<file path="src/rtl/sha_msg_padder.sv">
// rtl/sha_msg_padder.sv - SHA-256 message padder feeding 512-bit blocks to the hash core
module sha_msg_padder (
    input  logic         clk,
    input  logic         n_rst,
    input  logic [31:0]  in_data,
    input  logic         in_valid,
    input  logic         in_last,
    input  logic [2:0]   in_nbytes,
    output logic         in_ready,
    output logic [511:0] msg_block,
    output logic         first_block,
    output logic         begin_computation,
    output logic         enable_computation,
    input  logic         computation_complete,
    output logic         msg_done
);

    typedef enum logic [1:0] {
        S_FILL,
        S_SEND,
        S_WAIT,
        S_LEN
    } state_t;

    state_t       state_q, state_d;
    logic [31:0]  buf_q [16];
    logic [31:0]  buf_d [16];
    logic [3:0]   word_idx_q, word_idx_d;
    logic [63:0]  bitlen_q, bitlen_d;
    logic         len_pending_q, len_pending_d;
    // 0x80 spilled past word 15 (message ends exactly on a block boundary)
    logic         pad_pending_q, pad_pending_d;
    logic         final_q, final_d;
    logic         first_q, first_d;
    logic         msg_done_q, msg_done_d;

    logic [2:0]   nb;
    logic [4:0]   pad_idx;
    logic [4:0]   next_idx;
    logic [31:0]  keep_mask;

    // State, buffer and counters; reset aborts any block in flight
    always_ff @(posedge clk or negedge n_rst) begin
        if (!n_rst) begin
            state_q       <= S_FILL;
            for (int i = 0; i < 16; i++) buf_q[i] <= 32'd0;
            word_idx_q    <= 4'd0;
            bitlen_q      <= 64'd0;
            len_pending_q <= 1'b0;
            pad_pending_q <= 1'b0;
            final_q       <= 1'b0;
            first_q       <= 1'b1;
            msg_done_q    <= 1'b0;
        end else begin
            state_q       <= state_d;
            for (int i = 0; i < 16; i++) buf_q[i] <= buf_d[i];
            word_idx_q    <= word_idx_d;
            bitlen_q      <= bitlen_d;
            len_pending_q <= len_pending_d;
            pad_pending_q <= pad_pending_d;
            final_q       <= final_d;
            first_q       <= first_d;
            msg_done_q    <= msg_done_d;
        end
    end

    // Next-state logic: word capture, padding placement and block handshake
    always_comb begin
        state_d       = state_q;
        for (int i = 0; i < 16; i++) buf_d[i] = buf_q[i];
        word_idx_d    = word_idx_q;
        bitlen_d      = bitlen_q;
        len_pending_d = len_pending_q;
        pad_pending_d = pad_pending_q;
        final_d       = final_q;
        first_d       = first_q;
        msg_done_d    = 1'b0;
        nb            = (in_nbytes > 3'd4) ? 3'd4 : in_nbytes;
        pad_idx       = {1'b0, word_idx_q};
        next_idx      = pad_idx + 5'd1;
        keep_mask     = ~(32'hFFFF_FFFF >> {nb[1:0], 3'b000});

        case (state_q)
            S_FILL: begin
                if (in_valid && !in_last) begin
                    buf_d[word_idx_q] = in_data;
                    bitlen_d          = bitlen_q + 64'd32;
                    word_idx_d        = word_idx_q + 4'd1;
                    if (word_idx_q == 4'd15) begin
                        final_d = 1'b0;
                        state_d = S_SEND;
                    end
                end else if (in_valid) begin
                    bitlen_d = bitlen_q + {58'd0, nb, 3'b000};
                    if (nb == 3'd4) begin
                        buf_d[word_idx_q] = in_data;
                        pad_idx           = {1'b0, word_idx_q} + 5'd1;
                        if (!pad_idx[4]) buf_d[pad_idx[3:0]] = 32'h8000_0000;
                        else             pad_pending_d       = 1'b1;
                    end else begin
                        buf_d[word_idx_q] = (in_data & keep_mask)
                                          | (32'h8000_0000 >> {nb[1:0], 3'b000});
                    end
                    next_idx = pad_idx + 5'd1;
                    if (next_idx <= 5'd14) begin
                        buf_d[14] = bitlen_d[63:32];
                        buf_d[15] = bitlen_d[31:0];
                        final_d   = 1'b1;
                    end else begin
                        len_pending_d = 1'b1;
                        final_d       = 1'b0;
                    end
                    state_d = S_SEND;
                end
            end
            S_SEND: state_d = S_WAIT;
            S_WAIT: begin
                if (computation_complete) begin
                    for (int i = 0; i < 16; i++) buf_d[i] = 32'd0;
                    word_idx_d = 4'd0;
                    first_d    = 1'b0;
                    if (final_q) begin
                        msg_done_d = 1'b1;
                        bitlen_d   = 64'd0;
                        first_d    = 1'b1;
                        state_d    = S_FILL;
                    end else if (len_pending_q) begin
                        len_pending_d = 1'b0;
                        pad_pending_d = 1'b0;
                        if (pad_pending_q) buf_d[0] = 32'h8000_0000;
                        buf_d[14] = bitlen_q[63:32];
                        buf_d[15] = bitlen_q[31:0];
                        state_d   = S_LEN;
                    end else begin
                        state_d = S_FILL;
                    end
                end
            end
            S_LEN: begin
                final_d = 1'b1;
                state_d = S_SEND;
            end
            default: state_d = S_FILL;
        endcase
    end

    // Output decode; in_ready is held low while reset is asserted
    always_comb begin
        for (int i = 0; i < 16; i++) msg_block[511 - 32*i -: 32] = buf_q[i];
        in_ready           = (state_q == S_FILL) && n_rst;
        begin_computation  = (state_q == S_SEND);
        enable_computation = (state_q == S_SEND) || (state_q == S_WAIT);
        first_block        = first_q;
        msg_done           = msg_done_q;
    end

endmodule

</file>
<file path="config.mk">
export PLATFORM = sky130hd
export DESIGN_NAME = sha_msg_padder
export DESIGN_NICKNAME = d
export VERILOG_FILES = /design/src/rtl/sha_msg_padder.sv
export SDC_FILE = /design/constraint.sdc
export NUM_CORES = 2
export LEC_CHECK = 0
export ABC_AREA = 0
export BUFFER_PORTS_ARGS = -buffer_cell sky130_fd_sc_hd__buf_2
export CORE_MARGIN = 3
export CORE_UTILIZATION = 25
export DETAILED_ROUTE_END_ITERATION = 10
export PLACE_DENSITY = 0.45
export SLEW_MARGIN = 20
export SYNTH_ARGS = -nofsm -noshare
export SYNTH_HDL_FRONTEND = slang
export SYNTH_SLANG_ARGS = --single-unit
</file>
<file path="constraint.sdc">
create_clock -name clk -period 9.4 [get_ports clk]
set_input_delay 0.47 -clock clk [delete_from_list [all_inputs] [get_ports clk]]
set_output_delay 0.47 -clock clk [all_outputs]
set_load 0.05 [all_outputs]
</file>
==> flow_metrics.tcl <==
set metrics [dict create \
    place.gp.congestion 0.955 \
    hp-start "computation_complete" \
    postCtsResizedCells 0 \
    numPortBuffers 556 \
    report.final.hold_viol_count 0 \
    worst_setup_start_kind "register" \
    worstRegToRegCells 10 \
    die_area_sq_um 115000 \
    coreArea_sq_um 110000 \
    tightestPinTransition_ns 1.20 \
    p_leak_nw 16.5 \
    status "finished, final reports clean" \
    drt_wirelength_um 145000 \
    placement.cell_area_sq_um 31900 \
    synth-warning-count 0 \
    hpwl_um 103000 \
    cap_violations 0 \
    drtPass1Iterations 6 \
    reg2reg_slack_ns 4.79 \
    multi_input_area_sq_um 12200 \
    pwr_density_cell_nw_per_um2 330 \
    num_rows 121 \
    initial_core_utilization 0.253 \
    rsz_0062_raised_after_global_routing "false" \
    design.portCount 557 \
    syn-mean-instance-area_sq_um 10.0 \
    die_y_um 339 \
    netlist.top_cell.by_area "dfrtp_1" \
    timing_max_transition_violations_final 0 \
    clock_latency_reported_for_the_late_side_of_the_worst_skew_pair_ns 0.65 \
    clock_tree.htree_level_count 3 \
    remaining_number_of_nets_flagged_by_the_antenna_check_after_routing 0 \
    design_power_total_mw 11.4 \
    critical_path.reg2reg.startpoint "state_q[0]" \
    flip_flop_and_latch_count_after_synthesis 584 \
    fin_crit_sh 0.491 \
    arrival_ns 5.17 \
    initialDrtViolationCount 2628 \
    critical_path.reg2reg.endpoint "msg_block[501]" \
    grt_max_degree 151 \
    route.detailed.vias_per_inst 5.56 \
    finish.net_count 3253 \
    overflow 0 \
    synth_top_area_frac 0.525 \
    synthesized_nets 2835 \
    worst_slew_margin_rel 0.196 \
    finish.utilization 0.314 \
    regArea_sq_um 14600 \
    stdcell_area_sq_um 34500 \
    clock_sink_count 584 \
    required_ns 9.96 \
    cp-end-kind "register" \
    hold_path.class "in2reg" \
    synthesis.area_sq_um 27800 \
    via_count_of_the_first_global_routing_pass 25200 \
    synth_top_cells_by_area "dfrtp_1, a22o_1, nand2_1" \
    synth_edf_count 0 \
    synthesis.instances 2777 \
    via_count 26300 \
    detail_route.drc_violations 0 \
    finalSetupViolCount 0 \
    routedWlPerCell_um 30.7 \
    clock.fmax_mhz 217 \
    ir_drop_uv 159 \
    synthesis_to_layout_area_growth_pct 24.1 \
    post_cts.repair.setup_buffers 0 \
    die_width_um 339 \
    synth_seq_area_share 0.526 \
    fill_cells 11500 \
    ys_async_sr_fraction 1.00 \
    clock_path_buffers 3 \
    holdPathStages 2 \
    tot_gr_track_use 0.244 \
    grt_pass1_wl_um 205000 \
    cp_max_fo 64 \
    period_needed_ns 4.61 \
    fin_worst_skew_ns 0.0388 \
    clk_root_buffer_cell "clkbuf_16" \
    postSynth.topFlopCell "dfrtp_1" \
    cts.reportedPaths.clkPinSlew_ns 0.06 \
    yosys.cell_types.count 82 \
    cts_buffers 72 \
    timing.setup.critical_path_class "reg2reg" \
    hold_end "msg_done" \
    antenna_found_initial 7 \
    totalNegativeSetupSlack_ns 0 \
    cts_tree "yes" \
    layout-drive-gt1-share 0.239 \
]
## placed cells by master, fill, tap and decap left out, drive strengths merged, types with 52 or more instances in the layout
master	instances
o21ai	226
nand2	279
a31oi	52
nand3	67
clkbuf	108
a22o	396
a21oi	170
dfrtp	583
buf	610
nor2	175
## layout make-up
| type | count | share of cell area |
|---|---|---|
| well taps | 1476 | 0.0536 |
| multi-input cells | 1900 | 0.353 |
| clock buffers | 108 | 0.0632 |
| inverters | 26 | 0.00283 |
| diodes | 5 | 0.000363 |
| flip-flops and latches | 584 | 0.424 |
| clock inverters | 24 | 0.00922 |
| repair buffers | 611 | 0.0935 |
## power by group
group | total (mW) | switching (mW) | leakage (nW) | internal, mW
sequential | 3.37 | 0.393 | 7.99 | 2.97
clock | 2.94 | 1.19 | 1.22 | 1.75
combinational | 5.05 | 3.93 | 7.26 | 1.12
total | 11.4 | 5.52 | 16.5 | 5.84
## synthesized netlist by cell type (all sizes together), types with 4 or more instances
library cell	n
dfrtp	583
a22o	396
nand2	279
o21ai	226
clkbuf	214
nor2	175
a21oi	170
nand3	67
buf	53
a31oi	52
a221o	49
nor3	43
and3	34
nand4	30
and2	26
inv	26
o22ai	23
xor2	21
mux2i	18
xnor2	18
a22oi	17
ha	17
o211ai	17
o31ai	17
or2	13
or3	13
a21o	12
o221ai	12
a221oi	10
a32o	10
nor2b	10
nor3b	10
a211oi	9
nor4	9
nand2b	8
o21a	8
and4	6
a31o	5
a32oi	5
o21bai	5
o22a	5
o2111ai	4
## repair_timing
action	CTS	global route
hold endpoints to repair	76	0
setup endpoints to repair	0	0
hold buffers	1	0
## cell families (layout without fill, tap and decap cells)
| kind of cell | Yosys count | after routing | share of synthesized area |
|---|---|---|---|
| flip-flops | 584 | 584 | 0.526 |
| adder cells (fa/ha/maj) | 18 | 18 | 0.00838 |
| XOR/XNOR | 40 | 40 | 0.0131 |
| AND/OR/NAND/NOR | 737 | 737 | 0.123 |
| other | 0 | 5 | 0 |
| multiplexers | 20 | 20 | 0.00730 |
| AO/OA/AOI/OAI | 1085 | 1085 | 0.281 |
| buffers and inverters | 293 | 769 | 0.0406 |
## metal layers
layer | GRT usage | share of wire
met1 | 0.314 | 0.41
met2 | 0.400 | 0.47
met3 | 0.0616 | 0.086
met4 | 0.0767 | 0.033
met5 | 0 | 0.00015
## state kept, by name, summed over array words and instances (netlist names)
name           count
msg_block        512
len_pending_q      1
bitlen_q          61
word_idx_q         4
pad_pending_q      1
final_q            1
first_block        1
state_q            2
msg_done           1
## critical path, cell delays in order (launching register included)
cell	delay, ns
dfrtp_1	0.41
inv_1	0.10
ha_2	0.16
buf_4	0.62
nor2_1	0.16
or3_1	0.72
nor2_4	0.19
buf_4	0.69
nand3_1	0.48
o21ai_1	0.71
a22o_1	0.25
## through the flow
step / instances / setup slack, ns / hold slack, ns
final: 4734 / 4.79 / 0.238
after floorplan: 2777 / 5.70 / 0.174
after global routing: 4730 / 4.61 / 0.218
after CTS: 4729 / 4.81 / 0.205
after global placement: 4596 / 4.48 / 0.464
after detailed placement: 4596 / 4.46 / 0.466
## worst max-delay path by stage
stage	start	to	slack, ns	cells past startpoint
floorplan	in_nbytes[2]	msg_block[51]	5.70	16
finish	state_q[0]	msg_block[501]	4.79	10
detailed placement	in_nbytes[2]	msg_block[46]	4.46	12
global placement	in_nbytes[2]	msg_block[34]	4.48	12
CTS	state_q[0]	msg_block[501]	4.81	10
global route	state_q[0]	msg_block[503]	4.61	11
Power figures use the tool's default switching activity.
